**src/rtl/bus_arbiter_mux.sv**
```systemverilog
// Purpose: N_CH-way arbitrated data selector feeding one registered output word.
// Latency: 1 cycle from input accept to out_valid; one word per cycle with out_ready high.
// Backpressure: a word held under !out_ready freezes the output and keeps every in_ready low.
//
// Ports:
//   clk, rst_n            rising-edge clock, asynchronous active-low reset
//   mode                  0 = fixed priority (lowest index wins), 1 = round-robin
//   in_valid/in_data      per-channel request and data (channel k at [k*WIDTH +: WIDTH])
//   in_ready              one-hot accept strobe toward the selected channel
//   out_valid/out_data    registered output word
//   out_ch                index of the channel that supplied out_data
//   out_ready             downstream accept
//   busy                  output word held or any channel requesting
module bus_arbiter_mux #(
  parameter  int N_CH  = 4,
  parameter  int WIDTH = 8,
  localparam int CH_W  = $clog2(N_CH)
) (
  input  logic                  clk,
  input  logic                  rst_n,
  input  logic                  mode,
  input  logic [N_CH-1:0]       in_valid,
  input  logic [N_CH*WIDTH-1:0] in_data,
  output logic [N_CH-1:0]       in_ready,
  output logic                  out_valid,
  output logic [WIDTH-1:0]      out_data,
  output logic [CH_W-1:0]       out_ch,
  input  logic                  out_ready,
  output logic                  busy
);

  logic [CH_W-1:0] last_gnt;
  logic [CH_W-1:0] sel;
  logic            found;
  int              idx;
  logic            load;

  // Output register can take a new word when empty or draining this cycle.
  // Gating with rst_n keeps in_ready silent for the whole time reset is held.
  assign load = rst_n & (~out_valid | out_ready) & (|in_valid);
  assign busy = out_valid | (|in_valid);

  // One search loop serves both modes: fixed priority starts at channel 0,
  // round-robin starts just after the last grant and wraps.
  always_comb begin
    sel   = '0;
    found = 1'b0;
    idx   = 0;
    for (int i = 0; i < N_CH; i++) begin
      if (mode) begin
        idx = (int'(last_gnt) + 1 + i) % N_CH;
      end else begin
        idx = i;
      end
      if (!found && in_valid[idx]) begin
        sel   = CH_W'(idx);
        found = 1'b1;
      end
    end
  end

  always_comb begin
    in_ready = '0;
    if (load) begin
      in_ready[sel] = 1'b1;
    end
  end

  always_ff @(posedge clk or negedge rst_n) begin
    if (!rst_n) begin
      out_valid <= 1'b0;
      out_data  <= '0;
      out_ch    <= '0;
      last_gnt  <= CH_W'(N_CH - 1);
    end else if (load) begin
      // Covers both the empty case and drain-and-refill in the same cycle.
      out_valid <= 1'b1;
      out_data  <= in_data[int'(sel)*WIDTH +: WIDTH];
      out_ch    <= sel;
      last_gnt  <= sel;
    end else if (out_ready) begin
      out_valid <= 1'b0;
    end
  end

endmodule

```
**config.mk**
```make
export PLATFORM = sky130hd
export DESIGN_NAME = bus_arbiter_mux
export DESIGN_NICKNAME = d
export VERILOG_FILES = /design/src/rtl/bus_arbiter_mux.sv
export SDC_FILE = /design/constraint.sdc
export NUM_CORES = 1
export LEC_CHECK = 0
export BUFFER_PORTS_ARGS = -buffer_cell sky130_fd_sc_hd__buf_2
export CAP_MARGIN = 30
export CELL_PAD_IN_SITES_DETAIL_PLACEMENT = 0
export CELL_PAD_IN_SITES_GLOBAL_PLACEMENT = 1
export CORE_AREA = 5 5 63 65
export CTS_CLUSTER_SIZE = 28
export DETAILED_ROUTE_END_ITERATION = 7
export DIE_AREA = 0 0 68 70
export HOLD_SLACK_MARGIN = 0.02
export PLACE_DENSITY = 0.86
export RECOVER_POWER = 25
export SLEW_MARGIN = 25
export SYNTH_ARGS = -nofsm -noshare
export SYNTH_HDL_FRONTEND = slang
export SYNTH_SLANG_ARGS = --single-unit
```
**constraint.sdc**
```tcl
create_clock -name clk -period 5.73 [get_ports clk]
set_input_delay 1.146 -clock clk [delete_from_list [all_inputs] [get_ports clk]]
set_output_delay 1.146 -clock clk [all_outputs]
set_load 0.01 [all_outputs]
```
==> summary.md <==
| Metric | Value |
|---|---|
| Status | completed |
| Core area | 3280 sq um |
| DRT Pass-1 Iters | 4 |
| EDFF count, synth | 0 |
| Design area | 1400 sq um |
| CP arrival | 3200 ps |
| Rel. slew slack | 49.6% |
| Slew Viols, Final | 0 |
| GRT Util Overall | 12.8% |
| Gpl congestion | 0.827 |
| Prevailing post-synth register cell | dfrtp_1 |
| Worst-Margin Slew | 756 ps |
| Clock transition at the registers of the reported paths | 80 ps |
| Layout cells sized above 1 | 43.5% |
| Avg WL per Cell | 13.3 um |
| Crit end category | primary output |
| Initial core utilization | 33.2% |
| Synth Area in Compound Gates | 27.4% |
| Starting DRC count in detailed routing | 74 |
| Synthesized-area fraction occupied by xor and xnor cells | 0% |
| I/O pins | 56 |
| Register area share after synthesis | 30.0% |
| Max-cap viol count | 0 |
| Worst R2R Start | last_gnt[1] |
| Total power per unit cell area | 284 nW/um^2 |
| Mux contribution to synthesized area | 14.7% |
| Mean Syn Cell Area | 9.25 sq um |
| Worst setup SP type | input port |
| Via Count | 1080 |
| WHS Endpoint | out_ch[0] |
| WHS Path Cells | 2 |
| Cell taking the most area after synthesis | dfrtp_1 |
| Via density | 5.05 |
| DP HPWL | 2.20 mm |
| Leakage | 0.675 nW |
| Post-CTS Resized | 0 |
| Worst VDD drop | 138 uV |
| Flop2flop setup slack | 3280 ps |
| Largest net degree at the start of global routing | 21 |
| Tmin final | 4340 ps |
| Ant. Diodes | 0 |
| Num CTS Buffers | 3 |
| WL final | 2.85 mm |
| CP max stage cell | o311a_1 |
| # clock sinks | 13 |
| Final Hold Vio Count | 0 |
| Row cnt | 21 |
| Post-synth top cells | mux2i_1, nor2_1, dfrtp_1, nand2_1, a221oi_2 |
| CP delay by family, top | simple AND/OR/NAND/NOR gates |
| Remaining DRCs | 0 |
| Post-synthesis adder-cell area fraction | 0% |
| Worst Hold Class | reg -> reg |
| F_max | 230 MHz |
| Slowest Stage Delay on Critical Path | 610 ps |
| RSZ-0062 raised after global routing | false |
| GR Overflow Total | 0 |
| Vias in the first global route | 1099 |
| CP bufs+invs | 2 |
| Synth unique cells | 42 |
| Clk_lat worst skew | 270 ps |
| First-pass GRT wire length | 4.87 mm |
| Mapped Nets | 158 |
| Syn-to-layout area delta | 28.1% |
| NumNets Final | 209 |
| Cell count after synthesis | 118 |
| Hold path startpoint | out_ch[0] |
| Die extent in x | 68 um |
| Fraction of registers with async set/reset | 100% |
| Die area | 4760 sq um |
| CTS tree | done |
| Worst r2r dst | out_data[0] |
| Largest family of logic cells by synthesized area | compound AO/OA/AOI/OAI gates |
| Worst Path Required | 4580 ps |
| Clk buf depth | 2 |
| YS warnings | 0 |
| Cells along the critical path | clkbuf_1 > and3_1 > o311a_1 > and2_1 > buf_2 |
| H-tree levels | 1 |
| Leading cell type by number of instances after synthesis | mux2i_1 |
| Cts hold-fix bufs | 0 |
| Simple logic cell fraction of the synthesized area | 21.0% |
| Critical path type | in -> out |
| Setup TNS | 0 ps |
| IO Port Bufs | 55 |
| Cell Area, Synth | 1090 sq um |
| Chip height | 70 um |
| Cells on worst reg2reg path | 6 |
| Top cell type's share of synthesized area | 25.2% |
| Root Buffer | clkbuf_4 |
| Synth top area cells | dfrtp_1, mux2i_1, a221oi_2 |
| Layout Skew | 1.15 ps |
| Tcrit/Tclk final | 75.8% |
| Antenna-violating nets left | 0 |
| Dpl cell area | 1370 sq um |
| Post CTS Setup Buffer Count | 0 |
| Initial antenna violation count | 0 |
| Register bit total from synthesis | 13 |
| Final setup fails | 0 |
| Crit path max fanout | 16 |
| Power Total | 397 uW |
## worst reg2reg max path: stages (launching register included)
cell and delay (ps):
dfstp_2 680, nand2b_1 140, o311ai_1 290, o211ai_2 160, o21ai_1 250, o311a_1 580, a221oi_1 200
## worst max-delay path by stage
stage                 from     endpoint  slack (ps)  cells past startpoint
2_1_floorplan  in_valid[1]  in_ready[3]        1880                      8
3_3_place_gp   in_valid[1]  in_ready[3]        1460                      8
3_5_place_dp   in_valid[3]  in_ready[3]        1380                      8
4_1_cts        in_valid[3]  in_ready[3]        1380                      8
5_1_grt              rst_n  in_ready[3]        1110                      5
6_report             rst_n  in_ready[3]        1390                      5
## registers in the layout, indices dropped and copies added, names as in the netlist
signal and count:
out_ch 2, out_data 8, out_valid 1, last_gnt 2
## logic make-up after synthesis
logic type,Yosys count
compound gates,32
buf+inv,13
flops,13
mux,16
simple gates,44
## where the power goes
group / internal, mW / total, mW / switching [mW] / leakage, nW
sequential: 0.122 / 0.151 / 0.0286 / 0.144
clock: 0.0269 / 0.0554 / 0.0285 / 0.0150
combinational: 0.0903 / 0.191 / 0.101 / 0.516
total: 0.240 / 0.397 / 0.158 / 0.675
## layout make-up
class	count	area, sq um
multi-input cells	92	693
flip-flops and latches	13	328
well taps	46	57.6
fillers	329	1890
inverters	3	11.3
repair buffers	56	282
clock buffers	4	26.3
## placed cells by master (no fill, tap or decap), types with 3 or more instances in the layout
cell type	instances
dfrtp_1	11
inv_1	3
nand2b_1	6
nor2_1	12
nand2_1	10
a21oi_1	3
buf_2	54
mux2i_1	16
clkbuf_4	3
a21o_1	3
a221oi_2	7
## metal layers
layer  up-vias  GRT usage (%)  share of wire, %
li1        544              -                 -
met1       487           17.1                45
met2        47           19.8                46
met3         2           2.08               8.1
met4         0           5.52              0.81
met5         -              0                 0
## stage by stage
step / utilization [%] / hold slack [ps] / cells / setup slack, ps
finish: 42.6 / 481 / 214 / 1390
global route: 42.6 / 508 / 214 / 1110
CTS: 42.6 / 485 / 214 / 1380
detailed placement: 41.8 / 466 / 210 / 1380
global placement: 41.8 / 457 / 210 / 1460
floorplan: - / 515 / 118 / 1880
Note: power is estimated with default switching activity, not from simulation.
